## config.mk

```make
export PLATFORM = sky130hd
export DESIGN_NAME = i_ram_loader
export DESIGN_NICKNAME = d
export VERILOG_FILES = /design/src/rtl/i_ram_loader.sv
export SDC_FILE = /design/constraint.sdc
export NUM_CORES = 1
export LEC_CHECK = 0
export ABC_AREA = 1
export BUFFER_PORTS_ARGS = -buffer_cell sky130_fd_sc_hd__buf_2
export CAP_MARGIN = 10
export CORE_ASPECT_RATIO = 0.8
export CORE_UTILIZATION = 48
export CTS_CLUSTER_DIAMETER = 200
export CTS_CLUSTER_SIZE = 12
export DETAILED_ROUTE_END_ITERATION = 8
export PLACE_DENSITY = 0.76
export SYNTH_ARGS = -nofsm -noshare
export SYNTH_HDL_FRONTEND = slang
export SYNTH_SLANG_ARGS = --single-unit
```

## constraint.sdc

```tcl
create_clock -name clock -period 1.7 [get_ports clock]
set_input_delay 0.085 -clock clock [delete_from_list [all_inputs] [get_ports clock]]
set_output_delay 0.085 -clock clock [all_outputs]
set_load 0.01 [all_outputs]
```

## src/rtl/i_ram_loader.sv

```systemverilog
// Boot-time instruction RAM loader: takes a byte stream over valid/ready, builds
// big-endian 32-bit words and writes them at BASE_ADDRESS onward, then gives the
// RAM address port to the CPU fetch path.
// Latency: one header cycle plus 5 cycles per word (4 byte accepts + 1 write).
// Backpressure: byte_ready is high only in COUNT/COLLECT; a WRITE cycle stalls the link for one cycle.
//
// Ports:
//   clock, reset          system clock, synchronous active-high reset
//   start_load            single-cycle (re)load request, honoured in IDLE/RUN/ERROR
//   byte_in/valid/ready   loader byte stream handshake
//   pc_address            CPU fetch address, passed through to ram_address in RUN
//   ram_address           instruction RAM address
//   i_ram_input           RAM write data (always the assembly shift register)
//   flag_write_i_ram      RAM write enable, one cycle per word
//   cpu_hold              CPU stall, low only in RUN
//   load_done             program loaded, CPU running
//   load_error            length header exceeded MAX_WORDS
module i_ram_loader #(
    parameter int ADDR_WIDTH   = 10,
    parameter int BASE_ADDRESS = 20,
    parameter int MAX_WORDS    = 31
) (
    input  logic                  clock,
    input  logic                  reset,
    input  logic                  start_load,
    input  logic [7:0]            byte_in,
    input  logic                  byte_valid,
    output logic                  byte_ready,
    input  logic [ADDR_WIDTH-1:0] pc_address,
    output logic [ADDR_WIDTH-1:0] ram_address,
    output logic [31:0]           i_ram_input,
    output logic                  flag_write_i_ram,
    output logic                  cpu_hold,
    output logic                  load_done,
    output logic                  load_error
);

    typedef enum logic [2:0] {
        S_IDLE,
        S_COUNT,
        S_COLLECT,
        S_WRITE,
        S_RUN,
        S_ERROR
    } state_t;

    localparam logic [ADDR_WIDTH-1:0] BASE  = ADDR_WIDTH'(BASE_ADDRESS);
    localparam logic [31:0]           MAX_W = 32'(MAX_WORDS);

    state_t                  state;
    state_t                  state_next;
    logic [ADDR_WIDTH-1:0]   index;
    logic [ADDR_WIDTH-1:0]   index_next;
    logic [7:0]              n_words;
    logic [1:0]              byte_cnt;
    logic [31:0]             shift_reg;

    logic byte_accept;
    logic header_zero;
    logic header_too_big;
    logic last_word;

    assign byte_accept    = byte_valid && byte_ready;
    assign header_zero    = (byte_in == 8'd0);
    assign header_too_big = ({24'd0, byte_in} > MAX_W);
    assign index_next     = index + 1'b1;
    // Compare at 32 bits so neither operand is truncated whatever ADDR_WIDTH is.
    assign last_word      = (32'(index_next) == 32'(n_words));

    // State register
    always_ff @(posedge clock) begin
        if (reset) begin
            state <= S_IDLE;
        end else begin
            state <= state_next;
        end
    end

    // Next-state logic
    always_comb begin
        state_next = state;
        case (state)
            S_IDLE: begin
                if (start_load) state_next = S_COUNT;
            end
            S_COUNT: begin
                if (byte_accept) begin
                    if (header_zero)         state_next = S_RUN;
                    else if (header_too_big) state_next = S_ERROR;
                    else                     state_next = S_COLLECT;
                end
            end
            S_COLLECT: begin
                if (byte_accept && (byte_cnt == 2'd3)) state_next = S_WRITE;
            end
            S_WRITE: begin
                state_next = last_word ? S_RUN : S_COLLECT;
            end
            S_RUN: begin
                if (start_load) state_next = S_COUNT;
            end
            S_ERROR: begin
                if (start_load) state_next = S_COUNT;
            end
            default: state_next = S_IDLE;
        endcase
    end

    // Outputs
    always_comb begin
        byte_ready       = 1'b0;
        flag_write_i_ram = 1'b0;
        cpu_hold         = 1'b1;
        load_done        = 1'b0;
        load_error       = 1'b0;
        ram_address      = BASE;
        i_ram_input      = shift_reg;
        case (state)
            S_COUNT, S_COLLECT: begin
                byte_ready = 1'b1;
            end
            S_WRITE: begin
                flag_write_i_ram = 1'b1;
                ram_address      = BASE + index;  // wraps modulo 2^ADDR_WIDTH
            end
            S_RUN: begin
                cpu_hold    = 1'b0;
                load_done   = 1'b1;
                ram_address = pc_address;         // straight through, no added latency
            end
            S_ERROR: begin
                load_error = 1'b1;
            end
            default: ;
        endcase
    end

    // Datapath: word count, word index, byte counter and assembly shift register
    always_ff @(posedge clock) begin
        if (reset) begin
            index     <= '0;
            n_words   <= 8'd0;
            byte_cnt  <= 2'd0;
            shift_reg <= 32'd0;
        end else begin
            case (state)
                S_COUNT: begin
                    if (byte_accept && !header_zero && !header_too_big) begin
                        n_words  <= byte_in;
                        index    <= '0;
                        byte_cnt <= 2'd0;
                    end
                end
                S_COLLECT: begin
                    if (byte_accept) begin
                        // MSB-first: the first byte of a word ends up in [31:24].
                        shift_reg <= {shift_reg[23:0], byte_in};
                        byte_cnt  <= byte_cnt + 2'd1;   // wraps to 0 on the 4th byte
                    end
                end
                S_WRITE: begin
                    index <= index_next;
                end
                default: ;
            endcase
        end
    end

endmodule

```

### Word level (Yosys, flattened, before mapping)

Index checks and enable logic that the tools add are counted.
Widths: inputs -> output; s select.

* input port bits: 22
* output and inout bits: 47
* bits in registers: 55
* word-level logic and storage cells: 56

* multiplexer cells: 18
* equality and inequality tests: 12
* reductions and logical operators: 17
* magnitude comparators: 1
* add/subtract/negate cells: 3

Operators with widths (count)
* $pmux 10 s2: 2
* $mux 3: 6
* $pmux 3 s4: 1
* $add 10x1->10 const B: 1
* $add 5x10->10 const A: 1
* $eq 10x8->1: 1
* $mux 10: 1
* $gt 8x5->1 const B: 1
* $logic_not 8->1: 1
* $ne 2x2->1 const B: 4
* $eq 3x2->1 const B: 2
* $eq 3x3->1 const B: 2
* $reduce_and 2->1: 3
* $reduce_and 3->1: 2
* $mux 1: 5
* $logic_and 1x1->1: 4
* $mux 2: 2
* $pmux 2 s2: 1
* $reduce_bool 2->1: 2
* $eq 3x1->1 const B: 1
* $logic_not 3->1: 1
* $reduce_or 3->1: 1
* $add 2x1->2 const B: 1
* $eq 2x2->1 const B: 1
* other kinds (3): 4

### Longest topological paths before layout

Gate-level depths: netlist (run 1).

* depth in word-level cells: 8
* depth in mapped cells: 13
* gate-level depth less buffers: 13

### Least setup slack after synthesis (run 1)

OpenSTA, ideal clock, no wires.

* kind: flip-flop to flip-flop
* from: register index[0]
* to: register state[2]
* clock period less this slack: 1.626 ns
* required time: 1.633 ns
* arrival: 1.558 ns
* buffers on the path: 0
* path slack: 0.074 ns
* cell stages (with the launch flop): 12
* cells stage by stage: dfxtp_1 -> ha_1 -> nand2_1 -> nor2_1 -> nand3_1 -> nand2_1 -> nand3_1 -> nor2_2 -> nand3_1 -> nand2_1 -> nand2_1 -> a21oi_2

* word-level cells in the longest chain between the ends: 4

Ends and longest elaborated chain
* start: declaration: RTL line 52 `logic [ADDR_WIDTH-1:0] index;`
* start signal: assignment: RTL line 162 `index <= index_next;`
* $add 10x1->10: RTL line 66 `assign index_next = index + 1'b1;`
* $eq 10x8->1: RTL line 68 `assign last_word = (32'(index_next) == 32'(n_words));`
* $mux 3: RTL line 97 `state_next = last_word ? S_RUN : S_COLLECT;`
* $pmux 3 s4: RTL line 82 `case (state)`
* end signal: assignment: RTL line 75 `state <= state_next;`
* end: declaration: RTL line 50 `state_t state;`

Every way passes these cells.
A chain may end at the register's enable or synchronous reset.

### Worst setup path in the final report (run 1)

* from: register state[0]
* to: output port ram_address[6]

* word-level cells in the longest chain between the ends: 2
* elaborated cells between the ends (all ways): 3
* those cells by class: 2 x eq/ne; 1 x mux

Ends and longest elaborated chain
* $eq 3x3->1 / $eq 3x2->1 (equally long branches): RTL line 118 `case (state)`
* $pmux 10 s2 (*): RTL line 118
* end: declaration: RTL line 30 `output logic [ADDR_WIDTH-1:0] ram_address,`

Every way passes the cells marked *; elsewhere a longest branch is shown, timed or not.

==> results of run 1 <==
==> logic make-up (layout without fill, tap and decap cells) <==
| family | after synthesis | after routing | synth area share [%] |
|---|---|---|---|
| AO/OA/AOI/OAI | 83 | 83 | 16.7 |
| XOR/XNOR | 2 | 2 | 0.647 |
| flip-flops | 55 | 55 | 40.7 |
| buffers and inverters | 51 | 146 | 7.49 |
| AND/OR/NAND/NOR | 197 | 197 | 33.1 |
| adder cells (fa/ha/maj) | 3 | 3 | 1.39 |
==> synth_stat cells (3+ instances only) <==
cell,instances
a21oi_1,23
buf_2,3
clkbuf_1,11
dfxtp_1,55
ha_1,3
inv_1,32
inv_2,3
nand2_1,68
nand2_2,5
nand3_1,26
nand3_2,6
nor2_1,77
nor2_2,3
nor2_4,4
nor3_1,4
o211ai_1,3
o21ai_0,46
==> flip-flops by register name (all words and copies together), names as in the netlist <==
signal,count
i_ram_input,32
index,10
n_words,8
state,3
byte_cnt,2
==> routing by layer <==
layer | GRT usage [%] | part of all wire (%) | up-vias
met5 | 0 | 0 | -
met4 | 11.1 | 2.7 | 0
met3 | 4.07 | 5.5 | 18
met2 | 37.4 | 45 | 80
met1 | 34.4 | 47 | 1338
li1 | - | - | 1461
==> worst max-delay path, cell delays in order (launching register included) <==
cell and delay, ns:
dfxtp_4 0.37, inv_4 0.04, nor2_4 0.11, inv_4 0.06, nor2_8 0.15, clkinvlp_4 0.19, o31ai_1 0.23, buf_2 0.17
==> through the flow <==
stage                     setup WS, ns  cell area, um2  std cells
after floorplan                 0.0744            2710        391
after global placement         0.00746            3240        542
after detailed placement       -0.0247            3240        542
after CTS                      -0.0371            3410        555
after global routing            -0.162            3560        564
final                          -0.0367            3560        564
==> power by group through the flow <==
stage / Sequential, mW / Clock (mW) / Combinational [mW]
after CTS: 1.32 / 0.793 / 0.224
after global placement: 1.34 / 0 / 0.204
after floorplan: 1.35 / 0 / 0.116
after detailed placement: 1.34 / 0 / 0.205
final: 1.32 / 0.787 / 0.250
after global routing: 1.32 / 0.838 / 0.272
==> final cells by class <==
class                      instances  area share [%]
multi-input combinational        285            41.5
sequential                        55            31.3
timing repair buffer             103            17.7
inverter                          35            3.94
tap                               78            2.74
clock buffer                       6            2.32
clock inverter                     2           0.457
==> what timing repair did <==
item                       CTS  global route
resized for setup           12            30
gates cloned                 0             1
setup buffers                4             8
hold buffers                 1             0
hold endpoints to repair     1             0
setup endpoints to repair   18            23
pin swaps                    4            16
==> final timing paths <==
check	end	startpoint	cells past startpoint	slack (ns)
worst max register to register	state[2]	index[0]	14	0.07
worst max-delay path	ram_address[6]	state[0]	7	-0.04
worst min-delay path	i_ram_input[6]	byte_in[6]	3	0.01
worst min register to register	byte_cnt[1]	byte_cnt[1]	2	0.47
==> reports/results.tsv, run 1 <==
stage	metric	value	unit
pwr	p_leak	1.77	nW
sta	max_slew.worst_pin.slew	0.557	ns
layout	multi_input_comb_area	1480	um2
die	io_pins	69	
grt	first_global_vias	2595	
worst_setup_path	worstPathRequired	1.62	ns
layout	layout_common_cells	73 x nor2_1, 69 x buf_2, 64 x nand2_1	
sta	holdWs	0.0106	ns
clock_tree	clk_path_buf_depth	2	
synth	ys_ff_latch	55	
drt	first_pass_iters	5	
sta	max_slew_margin	62.8	%
die	die_area	5940	um2
die	core-area	5440	um2
clock_tree	numCtsBuffers	5	
drt	wire_per_inst	13.2	um
sta	fin_crit_sh	102	%
layout	fin_util	65.4	%
sta	worst_slack	-0.0367	ns
clock_tree	clk_pin_slew	0.10	ns
worst_setup_path	startpoint_type	flop	
synth	synth_edf_count	0	
grt	antenna_found_initial	0	
drt	wirelength	7420	um
worst_hold_path	holdCritPathClass	primary input to flop	
drt	viasPerCell	5.14	
place	io_buffer_count	68	
sta	finalClockSkew	0.00377	ns
layout	final_common_cell	nor2_1	
synth	synth_area_per_cell	6.92	um2
synth	yosysWarnings	0	
clock_tree	clock_sinks	55	
worst_setup_path	cp_max_fo	6	
die	die_w	86.0	um
pwr	clkPwrFrac	33.4	%
grt	grt_pass1_wl	11700	um
pwr	power.total	2.35	mW
synth	yosys.area.top_type	dfxtp_1	
sta	setup_viol	3	
sta	rsz0062_at_grt	true	
sta	slew_viol_final	0	
run	max_cap_violations	0	
layout	regArea	1110	um2
synth	syn-num-nets	416	
die	die_y	69.2	um
grt	grt_max_degree	33	
place	place.gp.congestion	0.880	
synth	yosysUniqueCellTypes	31	
synth	synth_flop_cell	dfxtp_1	
clock_tree	cts-root-buf	clkbuf_8	
worst_setup_path	cp.arrival	1.65	ns
layout	fillers	464	
drt	ant_nets	0	
synth	synth_top_area_share	40.7	%
pwr	power_frac_comb	10.6	%
worst_setup_path	crit_type	flop to output pin	
synth	syn_area	2710	um2
worst_setup_path	crit_path_end_kind	output pin	
drt	drtIter0Drc	187	
sta	finalCriticalPeriod	1.74	ns
clock_tree	cts_tree	done	
place	hpwl	5060	um
layout	antenna_cells	0	
die	start_util	49.8	%
drt	drc	0	
synth	seq_area_frac_synth	40.7	%
pwr	powerDensity	662	nW/um2
layout	fin_nets	510	
clock_tree	htreeDepth	2	
pwr	power_frac_seq	56.0	%
drt	routed-via-count	2897	
sta	timing.fmax	0.576	GHz
pwr	p_sw_share	26.1	%
layout	syn_to_final_growth	31.4	%
sta	final_hold_viol_count	0	
pwr	irDropWorstVdd	0.407	mV
layout	final_layout_size_suffix_gt1_share	32.9	%
clock_tree	clock_latency	0.32	ns
pwr	internal_power	1.74	mW
synth	synthCells	391	
status	status	finished, violations left	
grt	grt_util_all_layers	24.7	%
pwr	p_sw	0.614	mW
die	row_count	24	
synth	ys_async_sr_fraction	0	%
status	violations	setup timing	
grt	overflow	0	
sta	tns	-0.0765	ns
synth	synth.area.top_cells	dfxtp_1 41%, nor2_1 11%, nand2_1 9.4%, o21ai_0 8.5%, nand3_1 4.8%	
No activity file was read; power rests on OpenSTA's default activity.
==> run 2: changes to the inputs <==
--- a/config.mk
+++ b/config.mk
@@ -8,7 +8,7 @@
 export ABC_AREA = 1
 export BUFFER_PORTS_ARGS = -buffer_cell sky130_fd_sc_hd__buf_2
 export CAP_MARGIN = 10
-export CORE_ASPECT_RATIO = 0.8
+export CORE_ASPECT_RATIO = 1.75
 export CORE_UTILIZATION = 48
 export CTS_CLUSTER_DIAMETER = 200
 export CTS_CLUSTER_SIZE = 12
==> constraint.sdc (replaced) <==
create_clock -name clock -period 1.7 [get_ports clock]
set_input_delay 0.17 -clock clock [delete_from_list [all_inputs] [get_ports clock]]
set_output_delay 0.17 -clock clock [all_outputs]
set_load 0.01 [all_outputs]
==> run 2 against run 1 <==
Effect of this change:
- the flow still finishes with violations (setup timing)
- via count decreased by 2.1%
- maximum frequency increased by 1.8%
- register-to-register slack worse by 0.04 ns
- count of clock-buffer cells in the layout is the same
- critical endpoint is now ram_address[8]
- highest routed layer unchanged
==> reports/results.tsv, run 2 (same netlist as run 1, synthesis figures left out) <==
stage	metric	value	unit	change
grt	use_met1	25.2	%	-9.2 points
layout	fin_area	3560	um2	about the same
clock_tree	clock_sinks	55		unchanged
pwr	powerDensity	661	nW/um2	-0.14%
worst_setup_path	cp_max_fo	3		-3
worst_setup_path	crit_chain	ha_4 > buf_6 > nor2_4 > nor3_2 > o31ai_1 > buf_2		
layout	final_layout_size_suffix_gt1_share	33.5	%	+0.62 points
grt	grt_util_all_layers	25.3	%	+0.61 points
pwr	p_leak	1.73	nW	-2.2%
sta	setup_viol	1		-2
place	hpwl	5510	um	+8.9%
die	core-area	5340	um2	-1.7%
worst_setup_path	startpoint_type	flop		
die	start_util	50.7	%	+0.86 points
grt	met2_usage	49.3	%	+12 points
clock_tree	htreeDepth	2		unchanged
die	row_count	35		+46%
clock_tree	cts_tree	done		
place	place.gp.congestion	0.901		+2.3%
clock_tree	clock_latency	0.32	ns	about the same
drt	drtIter0Drc	97		-48%
layout	syn_to_final_growth	31.4	%	about the same
worst_setup_path	crit_path_end_kind	output pin		
drt	wire_per_inst	13.6	um	+3.4%
layout	layout_common_cells	72 x nor2_1, 68 x buf_2, 65 x nand2_1		
sta	finalCriticalPeriod	1.71	ns	-0.0311 ns
grt	grt.busiest_layer	met2		
pwr	irDropWorstVdd	0.646	mV	+59%
die	io_pins	69		unchanged
layout	antenna_cells	0		unchanged
sta	final_hold_viol_count	0		unchanged
sta	max_slew.worst_pin.slew	0.413	ns	-0.144 ns
grt	grt_max_degree	35		+6.1%
sta	rsz0062_at_grt	true		
clock_tree	numCtsBuffers	5		unchanged
drt	first_pass_iters	4		-1
grt	use_met3	3.83	%	-0.24 points
worst_setup_path	crit_type	flop to output pin		
grt	grt_pass1_wl	11500	um	-2.1%
drt	routed-via-count	2835		-2.1%
layout	largest_register_ffs	32		unchanged
drt	drc	0		unchanged
place	postPlaceCellArea	3270	um2	+0.85%
clock_tree	clk_path_buf_depth	2		unchanged
worst_setup_path	slowest_delay	0.37	ns	about the same
sta	slew_viol_final	0		unchanged
worst_setup_path	worstPathRequired	1.53	ns	-0.09 ns
layout	final_common_cell	nor2_1		
worst_setup_path	regToRegSetupSlack	0.03	ns	-0.04 ns
grt	antenna_found_initial	0		unchanged
clock_tree	cts_hold_buffers	0		-1
drt	wirelength	7500	um	+1.1%
worst_setup_path	cp.arrival	1.54	ns	-0.11 ns
sta	timing.fmax	0.586	GHz	+1.8%
clock_tree	cts-root-buf	clkbuf_8		
die	die_w	58.8	um	-32%
sta	max_slew_margin	72.2	%	+9.4 points
place	io_buffer_count	68		unchanged
layout	fillers	493		+6.3%
sta	fin_crit_sh	100	%	-1.8 points
drt	viasPerCell	5.15		+0.17%
worst_setup_path	cp_slowest_cell	dfxtp_4		
status	violations	setup timing		
sta	worst_slack	-0.00568	ns	+0.0311 ns
grt	first_global_vias	2616		+0.81%
worst_hold_path	holdCritPathClass	primary input to flop		
grt	overflow	0		unchanged
die	die_area	5950	um2	+0.17%
run	max_cap_violations	0		unchanged
drt	ant_nets	0		unchanged
layout	fin_nets	501		-1.8%
sta	holdWs	0.0973	ns	+0.0867 ns
status	status	finished, violations left		
die	die_y	101	um	+47%
sta	finalClockSkew	0.0165	ns	+0.0127 ns
layout	fin_util	66.6	%	+1.1 points
clock_tree	clk_pin_slew	0.11	ns	about the same
-- run 2: cell types whose count changed in the layout (fill, tap and decap cells not counted), moves of 3 or more --
| cell | delta |
|---|---|
| buf_6 | +3 |
| inv_1 | -3 |
| inv_2 | +6 |
| nor2_4 | +3 |
| buf_4 | -11 |
-- run 2: through the flow --
stage / setup WS [ns] / cells / setup TNS, ns / total power, mW
finish: -0.00568 / 551 / -0.00568 / 2.35
global route: -0.114 / 551 / -0.597 / 2.44
CTS: -0.0439 / 548 / -0.0865 / 2.35
detailed placement: 0.0162 / 539 / 0 / 1.56
global placement: 0.0106 / 539 / 0 / 1.56
floorplan: 0.0744 / 391 / 0 / 1.46
-- run 2: final timing paths --
path,from,end,cells past startpoint
worst max-delay path,index[2],ram_address[8],6
worst min-delay path,byte_in[6],i_ram_input[6],3
worst max register to register,index[2],state[2],13
worst min register to register,n_words[1],n_words[1],2
-- run 2: worst max-delay path, delay by kind of cell, from the launching register on --
kind | cells | cell delay, ns
fa+ha+maj | 1 | 0.17
simple gates | 2 | 0.21
flops | 1 | 0.37
buf+inv | 2 | 0.29
compound gates | 1 | 0.18
-- run 2: timing repair --
action | 4_1_cts | 5_1_grt
gates resized for setup | 15 | 40
gates cloned | 0 | 0
pin swaps | 5 | 19
hold endpoints to repair | 0 | 0
setup buffers | 1 | 3
endpoints found under the setup margin | 9 | 10
-- run 2: final cells by class --
class | instances | area, um2 | area share, %
multi-input combinational | 285 | 1520 | 42.6
clock inverter | 2 | 20.0 | 0.563
sequential | 55 | 1120 | 31.6
tap | 74 | 92.6 | 2.60
clock buffer | 6 | 82.6 | 2.32
inverter | 35 | 131 | 3.69
timing repair buffer | 94 | 592 | 16.6
-- run 2: where the power goes --
part           internal, mW  total, mW  switching, mW
clock                 0.344      0.800          0.456
sequential             1.30       1.31         0.0129
combinational         0.101      0.238          0.138
total                  1.74       2.35          0.606
-- run 2: metal layers --
layer  share of wire [%]  vias to the layer above
met5                   0                        -
met4                 2.8                        0
met3                 4.1                       17
met2                  56                       88
met1                  37                     1293
li1                    -                     1437
==> run 3: changes to the inputs <==
--- a/config.mk
+++ b/config.mk
@@ -8,12 +8,14 @@
 export ABC_AREA = 1
 export BUFFER_PORTS_ARGS = -buffer_cell sky130_fd_sc_hd__buf_2
 export CAP_MARGIN = 10
+export CELL_PAD_IN_SITES_DETAIL_PLACEMENT = 0
+export CELL_PAD_IN_SITES_GLOBAL_PLACEMENT = 1
 export CORE_ASPECT_RATIO = 1.75
-export CORE_UTILIZATION = 48
+export CORE_UTILIZATION = 33
 export CTS_CLUSTER_DIAMETER = 200
 export CTS_CLUSTER_SIZE = 12
 export DETAILED_ROUTE_END_ITERATION = 8
-export PLACE_DENSITY = 0.76
+export PLACE_DENSITY = 0.75
 export SYNTH_ARGS = -nofsm -noshare
 export SYNTH_HDL_FRONTEND = slang
 export SYNTH_SLANG_ARGS = --single-unit
==> run 3 against run 2 <==
Effect of this change:
- the run now ends clean
- hold slack gained 0.017 ns
- flip-flop and latch count stayed put
- via count rose by 0.92%
- combinational power up 5%
- power increased by 18%
- non-clock buffer count rose by 13
- routed wire length increased by 9.0%
- clock skew is 0.0089 ns lower
- cell area up 3.6%
- clock power increased by 50%
- count of clock-buffer cells in the layout is the same
- utilization shrank 20 points
- largest cell class unchanged
- largest power group unchanged
==> reports/results.tsv, run 3 (same netlist as run 1, synthesis figures left out) <==
stage	metric	value	unit	change
grt	first_global_vias	2780		+6.3%
layout	final_layout_size_suffix_gt1_share	33.1	%	-0.48 points
die	die_area	8580	um2	+44%
die	die_w	70.5	um	+20%
sta	fin_crit_sh	99.9	%	-0.47 points
clock_tree	numCtsBuffers	5		unchanged
layout	antenna_cells	0		unchanged
sta	finalCriticalPeriod	1.70	ns	-0.00800 ns
place	hpwl	6140	um	+11%
pwr	internal_power	2.14	mW	+23%
layout	fin_util	46.6	%	-20 points
worst_setup_path	crit_path_end_kind	output pin		
sta	slew_viol_final	0		unchanged
drt	viasPerCell	4.93		-4.1%
layout	regArea	1110	um2	-0.89%
clock_tree	clock_sinks	55		unchanged
worst_setup_path	slowest_delay	0.34	ns	-0.03 ns
drt	first_pass_iters	4		unchanged
worst_setup_path	path_common_cell	nand2_1		
run	max_cap_violations	0		unchanged
worst_setup_path	cp_max_fo	6		+3
clock_tree	clk_path_buf_depth	2		unchanged
drt	ant_nets	0		unchanged
sta	finalClockSkew	0.00758	ns	-0.00891 ns
layout	final_common_cell	nor2_1		
layout	layout_common_cells	74 x nor2_1, 68 x nand2_1, 68 x buf_2		
die	die_y	122	um	+20%
worst_setup_path	cp_slowest_cell	dfxtp_2		
clock_tree	cts-root-buf	clkbuf_16		
clock_tree	clock_latency	0.30	ns	-0.02 ns
worst_setup_path	startpoint_type	flop		
layout	syn_to_final_growth	36.2	%	
sta	tns	0	ns	+0.00568 ns
clock_tree	htreeDepth	2		unchanged
pwr	power_frac_seq	47.5	%	-8.3 points
sta	rsz0062_at_grt	true		
pwr	p_sw_share	22.7	%	-3.1 points
sta	max_slew.worst_pin.slew	0.558	ns	+0.145 ns
grt	antenna_found_initial	0		unchanged
worst_setup_path	worstPathRequired	1.53	ns	about the same
sta	final_hold_viol_count	0		unchanged
sta	setup_viol	0		-1
grt	overflow	0		unchanged
grt	grt_max_degree	45		+29%
sta	max_slew_margin	62.4	%	-9.8 points
drt	routed-via-count	2861		+0.92%
place	place.gp.congestion	0.825		-8.4%
drt	wire_per_inst	14.1	um	+3.5%
die	core-area	7910	um2	+48%
worst_setup_path	cp.arrival	1.53	ns	about the same
worst_hold_path	holdCritPathClass	primary input to flop		
clock_tree	cts_tree	done		
layout	fin_nets	514		+2.6%
layout	fillers	815		+65%
pwr	p_sw	0.628	mW	+3.6%
grt	grt_pass1_wl	13200	um	+15%
sta	timing.fmax	0.589	GHz	+0.47%
worst_setup_path	crit_chain	buf_4 > a21oi_2 > inv_1 > nand2_1 > a21oi_1 > o21ai_0 > nand2_1 > buf_2		
die	row_count	43		+23%
grt	grt_util_all_layers	19.7	%	-5.6 points
die	io_pins	69		unchanged
status	status	completed		
layout	multi_input_comb_area	1480	um2	-2.6%
drt	drtIter0Drc	114		+18%
place	io_buffer_count	68		unchanged
pwr	clkPwrFrac	43.4	%	+9.3 points
drt	wirelength	8170	um	+9.0%
clock_tree	clk_pin_slew	0.07	ns	-0.04 ns
die	start_util	34.2	%	-16 points
layout	largest_register_ffs	32		unchanged
drt	drc	0		unchanged
pwr	power_frac_comb	9.1	%	-1.0 points
pwr	irDropWorstVdd	0.672	mV	+4.0%
pwr	powerDensity	752	nW/um2	+14%
pwr	p_leak	1.83	nW	+5.6%
worst_setup_path	crit_type	flop to output pin		
run 3: changes by cell type in the layout (fill, tap and decap cells not counted), sizes merged:
cell / before / now
inv: 36 / 35
bufinv: 0 / 1
buf: 94 / 107
run 3: power groups by stage:
stage	logic, mW	clock network [mW]	registers (mW)
floorplan	0.116	0	1.35
global placement	0.220	0	1.34
detailed placement	0.222	0	1.34
CTS	0.247	1.23	1.32
global route	0.277	1.28	1.32
finish	0.251	1.20	1.32
run 3: path summary, 6_finish.rpt:
path / from / endpoint / slack, ns / depth (start not counted)
hold reg to reg: n_words[0] / n_words[0] / 0.46 / 2
setup reg to reg: index[0] / state[2] / 0.07 / 13
hold / removal: byte_in[7] / i_ram_input[7] / 0.11 / 3
setup / recovery: index[2] / ram_address[9] / 0.002 / 8
run 3: area by class of cell:
class | count | share of cell area (%)
repair buffers | 107 | 18.4
multi-input cells | 285 | 40.0
flip-flops and latches | 55 | 30.2
inverters | 35 | 3.63
well taps | 90 | 3.06
clock buffers | 6 | 3.77
clock inverters | 2 | 0.951
run 3: critical path, delay by kind of cell (launching register included):
kind | cells | cell delay [ns]
buffers and inverters | 3 | 0.39
DFF | 1 | 0.34
AOI/OAI and AO/OA | 3 | 0.34
and+or+nand+nor | 2 | 0.16
run 3: stage by stage:
step / instance area, um2 / power [mW] / hold slack, ns / instances / setup WS [ns]
6_report: 3680 / 2.77 / 0.115 / 580 / 0.00232
5_1_grt: 3680 / 2.87 / 0.118 / 580 / -0.0987
4_1_cts: 3600 / 2.80 / 0.110 / 575 / 0.0122
3_5_place_dp: 3350 / 1.57 / 0.419 / 564 / -0.153
3_3_place_gp: 3350 / 1.56 / 0.413 / 564 / -0.153
2_1_floorplan: 2710 / 1.46 / 0.239 / 391 / 0.0744
run 3: timing repair:
| action | 4_1_cts | 5_1_grt |
|---|---|---|
| hold buffers | 0 | 0 |
| endpoints found under the setup margin | 9 | 11 |
| pin swaps | 5 | 11 |
| resized for setup | 22 | 16 |
| setup buffers | 2 | 5 |
| cloned | 1 | 0 |
run 3: metal layers:
metal / share of wire, % / global-route usage, % / routed length (um)
met2: 54 / 37.9 / 4410
met3: 4.3 / 3.06 / 351
met4: 3.6 / 10.3 / 291
met1: 38 / 19.8 / 3120
met5: 0 / 0 / 0
